$ cat config.mk
export PLATFORM = sky130hd
export DESIGN_NAME = fetch_ctrl
export DESIGN_NICKNAME = d
export VERILOG_FILES = /design/src/rtl/fetch_ctrl.sv
export SDC_FILE = /design/constraint.sdc
export NUM_CORES = 1
export LEC_CHECK = 0
export CORE_MARGIN = 4
export CORE_UTILIZATION = 53
export CTS_BUF_LIST = sky130_fd_sc_hd__clkbuf_2
export DETAILED_ROUTE_END_ITERATION = 16
export GPL_TIMING_DRIVEN = 0
export PLACE_DENSITY = 0.95
export SLEW_MARGIN = 20
export SYNTH_ARGS = -nofsm -noshare
export SYNTH_HDL_FRONTEND = slang
export SYNTH_SLANG_ARGS = --single-unit
$ cat constraint.sdc
create_clock -name clk_i -period 3.4 [get_ports clk_i]
set_input_delay 0.34 -clock clk_i [delete_from_list [all_inputs] [get_ports clk_i]]
set_output_delay 0.34 -clock clk_i [all_outputs]
set_load 0.05 [all_outputs]
$ cat src/rtl/fetch_ctrl.sv
// Instruction-fetch sequencer: owns the fetch PC, runs one imem request at a time and
// holds each fetched word for decode. Optional misaligned-redirect trap: FETCH_MISALIGN_TRAP_EN.
module fetch_ctrl #(
  parameter logic [31:0] RESET_PC = 32'h0000_0000,
  parameter logic [31:0] TRAP_VEC = 32'h0000_0100
) (
  input  logic        clk_i,
  input  logic        rst_ni,
  input  logic        br_sel_i,
  input  logic [31:0] alu_data_i,
  input  logic        stall_i,
  output logic        imem_req_o,
  output logic [31:0] imem_addr_o,
  input  logic        imem_gnt_i,
  input  logic        imem_rvalid_i,
  input  logic [31:0] imem_rdata_i,
  output logic        instr_valid_o,
  output logic [31:0] instr_o,
  output logic [31:0] pc_o,
  output logic [31:0] pc4_o,
  output logic        misalign_o
);

  localparam int unsigned XLEN       = 32;
  localparam logic [XLEN-1:0] NOP_INSTR  = 32'h0000_0013;
  localparam logic [XLEN-1:0] WORD_BYTES = 32'd4;

`ifdef FETCH_MISALIGN_TRAP_EN
  localparam bit TRAP_EN = 1'b1;
`else
  localparam bit TRAP_EN = 1'b0;
`endif

  typedef enum logic [1:0] {
    IDLE = 2'd0,
    REQ  = 2'd1,
    WAIT = 2'd2,
    HOLD = 2'd3
  } state_t;

  state_t            state_q, state_d;
  logic              req_q, req_d;
  logic [XLEN-1:0]   addr_q, addr_d;
  logic              valid_q, valid_d;
  logic [XLEN-1:0]   instr_q, instr_d;
  logic [XLEN-1:0]   pc_q, pc_d;
  logic [XLEN-1:0]   pc4_q, pc4_d;
  logic              drop_q, drop_d;
  logic [XLEN-1:0]   pend_q, pend_d;
  logic              mis_q, mis_d;

  logic              misaligned_c;
  logic [XLEN-1:0]   target_c;

  // Redirect target: word-aligned, or the trap vector when trapping is enabled
  always_comb begin
    misaligned_c = TRAP_EN && (alu_data_i[1:0] != 2'b00);
    target_c     = misaligned_c ? TRAP_VEC : {alu_data_i[XLEN-1:2], 2'b00};
  end

  // State register and all registered outputs
  always_ff @(posedge clk_i) begin
    if (!rst_ni) begin
      state_q <= IDLE;
      req_q   <= 1'b0;
      addr_q  <= RESET_PC;
      valid_q <= 1'b0;
      instr_q <= NOP_INSTR;
      pc_q    <= RESET_PC;
      pc4_q   <= XLEN'(RESET_PC + WORD_BYTES);
      drop_q  <= 1'b0;
      pend_q  <= '0;
      mis_q   <= 1'b0;
    end else begin
      state_q <= state_d;
      req_q   <= req_d;
      addr_q  <= addr_d;
      valid_q <= valid_d;
      instr_q <= instr_d;
      pc_q    <= pc_d;
      pc4_q   <= pc4_d;
      drop_q  <= drop_d;
      pend_q  <= pend_d;
      mis_q   <= mis_d;
    end
  end

  // Next-state and next-output logic
  always_comb begin
    state_d = state_q;
    addr_d  = addr_q;
    valid_d = valid_q;
    instr_d = instr_q;
    pc_d    = pc_q;
    pc4_d   = pc4_q;
    drop_d  = drop_q;
    pend_d  = pend_q;
    mis_d   = br_sel_i && misaligned_c && (state_q != IDLE);

    case (state_q)
      IDLE: begin
        state_d = REQ;
      end

      REQ: begin
        // The current address still goes out; its response is dropped later
        if (br_sel_i) begin
          pend_d = target_c;
          drop_d = 1'b1;
        end
        if (imem_gnt_i) begin
          state_d = WAIT;
        end
      end

      WAIT: begin
        if (imem_rvalid_i) begin
          if (drop_q || br_sel_i) begin
            // Stale response: refetch from the most recent redirect target
            addr_d  = br_sel_i ? target_c : pend_q;
            drop_d  = 1'b0;
            state_d = REQ;
          end else begin
            instr_d = imem_rdata_i;
            pc_d    = addr_q;
            pc4_d   = XLEN'(addr_q + WORD_BYTES);
            valid_d = 1'b1;
            state_d = HOLD;
          end
        end else if (br_sel_i) begin
          pend_d = target_c;
          drop_d = 1'b1;
        end
      end

      HOLD: begin
        if (br_sel_i) begin
          addr_d  = target_c;
          valid_d = 1'b0;
          state_d = REQ;
        end else if (!stall_i) begin
          addr_d  = pc4_q;
          valid_d = 1'b0;
          state_d = REQ;
        end
      end

      default: begin
        state_d = IDLE;
      end
    endcase

    req_d = (state_d == REQ);
  end

  assign imem_req_o    = req_q;
  assign imem_addr_o   = addr_q;
  assign instr_valid_o = valid_q;
  assign instr_o       = instr_q;
  assign pc_o          = pc_q;
  assign pc4_o         = pc4_q;
  assign misalign_o    = mis_q;

endmodule

# After elaboration in Yosys (flattened, before gate mapping)
# Cells that the tools add are included.
# totals
wordCells,53
input_bits,70
reg_bits,165
# op_classes
n_bitwise,1
addsub,1
eq_ne,10
n_reduce_logical,9
n_mux,23
# ops
op,count
32-bit 2-to-1 mux,6
32-bit one-hot mux with 2 select lines,2
32-bit by 3-bit adder with 32-bit output (second input constant),1
2-bit 2-to-1 mux,5
2-bit inequality test (second input constant),4
2-bit one-hot mux with 4 select lines,1
4-bit AND reduction,2
1-bit 2-to-1 mux,7
3-bit inequality test (second input constant),2
2-bit by 1-bit equality test with 1-bit output (second input constant),2
2-bit equality test (second input constant),2
1-bit one-hot mux with 2 select lines,2
2-bit AND reduction,2
2-bit nonzero test,2
3-bit AND reduction,1
2-bit zero test,1
1-bit logical OR,1
1-bit inverter,1

# Longest topological paths before layout
# logic_depth
depth_word,5
mapped_depth,8
mapped_depth_nobuf,7

# Least setup slack after synthesis
# OpenSTA, ideal clock, no wires.
# synth_timing
path_kind,register to register
start,reg addr_q[3] (netlist: imem_addr_o[3])
end,reg pc4_q[18] (netlist: pc4_o[18])
setup_slack_ns,1.308
t_required_ns,3.333
synth_period_minus_slack_ns,2.092
n_path_buf,0
arrival_time_ns,2.025
stages_incl_launch_ff,7
cell_sequence,dfxtp_1 ha_1 nand3_2 nor4_4 nand4_1 xor2_1 a21oi_2
# synth_between
elab_chain_len,1
# synth_lines
element,line_no,source
"start, declared",43,"logic [XLEN-1:0] addr_q, addr_d;"
"start signal, assigned",77,addr_q <= addr_d;
32-bit by 3-bit adder with 32-bit output,126,pc4_d = XLEN'(addr_q + WORD_BYTES);
"end signal, assigned",70,pc4_q <= XLEN'(RESET_PC + WORD_BYTES);
"end signal, assigned",81,pc4_q <= pc4_d;
"end, declared",47,"logic [XLEN-1:0] pc4_q, pc4_d;"
# No other way between the ends.
# A chain may end at the register's enable or synchronous reset.

# Worst setup path after layout
# layout_timing
start,reg addr_q[8] (netlist: imem_addr_o[8])
end,out imem_addr_o[8]
# layout_lines
element,line_no,source
"end, declared",13,"output logic [31:0] imem_addr_o,"
# No word-level cell between the ends.

==> metrics.csv <==
metric,value,unit
post-route-util,0.741,
htreeDepth,4,
synth_nets,965,
die_h,122,um
num_rows,41,
synth.top_cell.area_share,0.472,
fillerInstances,930,
fin_worst_skew,23.9,ps
core,12700,um^2
synth-xor-area-share,0.0342,
synth_cell_types,41,
root_buffer,clkbuf_2,
p_leak,3.18,nW
antenna_left,0,
track_usage,0.296,
synth_area_leader_cell,dfxtp_1,
arrival,2210,ps
layout_commonest_cell,nand2_1,
worstPathCellList,clkdlybuf4s50_1,
fin_area,9430,um^2
grt_max_degree,17,
rsz0062_at_grt,false,
yosysWarnings,0,
start_util,0.544,
dr.first_iter.drc_count,624,
grt-ovfl-total,0,
hold_class,primary input to register,
crit_type,register to output port,
setup_viol,0,
synth_area,6920,um^2
fin_crit_sh,0.751,
synth_seq_cells,163,
endpoint_kind,output port,
dp_cells,1257,
power_density,376,nW/um^2
vdd.ir_drop.worst,0.000253,V
ys.flop_type,dfxtp_1,
tns,0,ps
wl_per_cell,17.3,um
gp_congestion,0.868,
period_needed,2550,ps
syn_area_per_cell,7.79,um^2
slew_headroom,0.529,
tightestPinTransition,706,ps
syn_inst,888,
clk_pin_slew,230,ps
nets,1181,
synth_area_leaders,"dfxtp_1 (47%), nand2_1 (16%), a21oi_1 (11%)",
worstPathRequired,3060,ps
routed_wl,22300,um
drc,0,
cts_tree,yes,
hold_ws,104,ps
grt_pass1_wl,34500,um
io_pins,201,
antenna_found_initial,0,
critPathSlowestCell,clkdlybuf4s50_1,
insertion_delay,750,ps
dieWidth,122,um
path_buf_inv,1,
synth-edff-count,0,
synth_top_family_by_area,simple AND/OR/NAND/NOR gates,
path_max_fanout,8,
crit_family,buffers and inverters,
instances_no_fill,1289,
cts_buffer_depth,2,
antenna_cells,0,
dr.pass1.iters,5,
drt-vias-per-instance,5.48,
fmaxAchievable,392,MHz
hold_viol_final,0,
synth_fa_ha_area_frac,0.0127,
synth_compound_area_frac,0.163,
dp.final_hpwl,16900,um
grt_pass1_vias,6891,
die_area,14900,um^2
ys_seq_area_frac,0.472,
drive_above_1_share,0.0564,
start_kind,register,
synthMuxAreaShare,0.0478,
maxCapViolCount,0,
cts_hold_buf,0,
run_status,"complete, no violations",
synth_simple_gate_area_frac,0.224,
placed_cell_area,9100,um^2
async_flop_share,0,
via_count,7059,
cts_resized,0,
max_stage_delay,880,ps
cts.sinks,163,
cts_setup_buffers,0,
slew_viol_final,0,
layout_common_cells,"nand2_1 (295), clkdlybuf4s50_1 (197), dfxtp_1 (163), a21oi_1 (147), o21ai_0 (56)",
cts_made_buffers,17,
io_buffer_count,197,
syn2layout_area_growth,36.3,%
==> routing by layer <==
metal | GRT usage | wire length (um) | vias to the layer above
met5 | 0 | 0 | -
met4 | 0.136 | 739 | 0
met3 | 0.0829 | 2270 | 56
met2 | 0.508 | 10700 | 356
met1 | 0.342 | 8630 | 3255
li1 | - | - | 3392
==> registers in the layout, indices dropped and copies added, names as in the netlist <==
signal and flops:
drop_q 1, imem_addr_o 32, imem_req_o 1, instr_o 32, instr_valid_o 1, pc4_o 30, pc_o 32, pend_q 32
state_q 2
==> area by class of cell <==
class                           instances  area [um^2]  area share
Timing Repair Buffer                  197         1970       0.209
Inverter                                8         30.0     0.00319
Buffer                                 67          288      0.0305
Clock inverter                         15          236      0.0251
Sequential cell                       163         3260       0.346
Clock buffer                           17         85.1     0.00903
Tap cell                              172          215      0.0228
Multi-Input combinational cell        650         3340       0.354
==> Yosys cell counts (2+ instances only) <==
cell type	number
nand2_1	295
dfxtp_1	163
a21oi_1	147
o21ai_0	56
clkbuf_1	44
mux2i_1	33
buf_2	19
nor2_1	15
xor2_1	15
nand3_1	12
xnor2_1	12
nand4_1	10
a211oi_1	8
ha_1	7
inv_1	7
nor3_1	6
and3_1	5
and2_1	4
a31oi_1	3
buf_4	3
and4_1	2
nor4_4	2
or3_1	2
==> report_power, final <==
group | switching [W] | internal [W]
combinational | 0.000150 | 0.000119
sequential | 0.0000150 | 0.00194
clock | 0.000695 | 0.000626
==> metrics by stage <==
step           setup WS, ps  power, W
2_1_floorplan          1310   0.00211
3_3_place_gp            867   0.00225
3_5_place_dp            820   0.00225
4_1_cts                 800   0.00355
5_1_grt                 710   0.00365
6_report                846   0.00354
==> kinds of logic after synthesis <==
| family | after synthesis |
|---|---|
| AO/OA/AOI/OAI | 218 |
| XOR/XNOR | 27 |
| adder cells (fa/ha/maj) | 7 |
| buffers and inverters | 75 |
| flip-flops | 163 |
| multiplexers | 33 |
| other | 1 |
| AND/OR/NAND/NOR | 364 |
==> path summary, 6_finish.rpt <==
path,cells past startpoint,end,slack [ps],start
worst max-delay path,1,imem_addr_o[8],850,imem_addr_o[8]
worst min-delay path,3,instr_o[2],100,imem_rdata_i[2]
worst max register to register,7,pc_o[19],1050,state_q[0]
worst min register to register,2,pend_q[12],470,pend_q[12]
(Power assumes the default switching activity.)
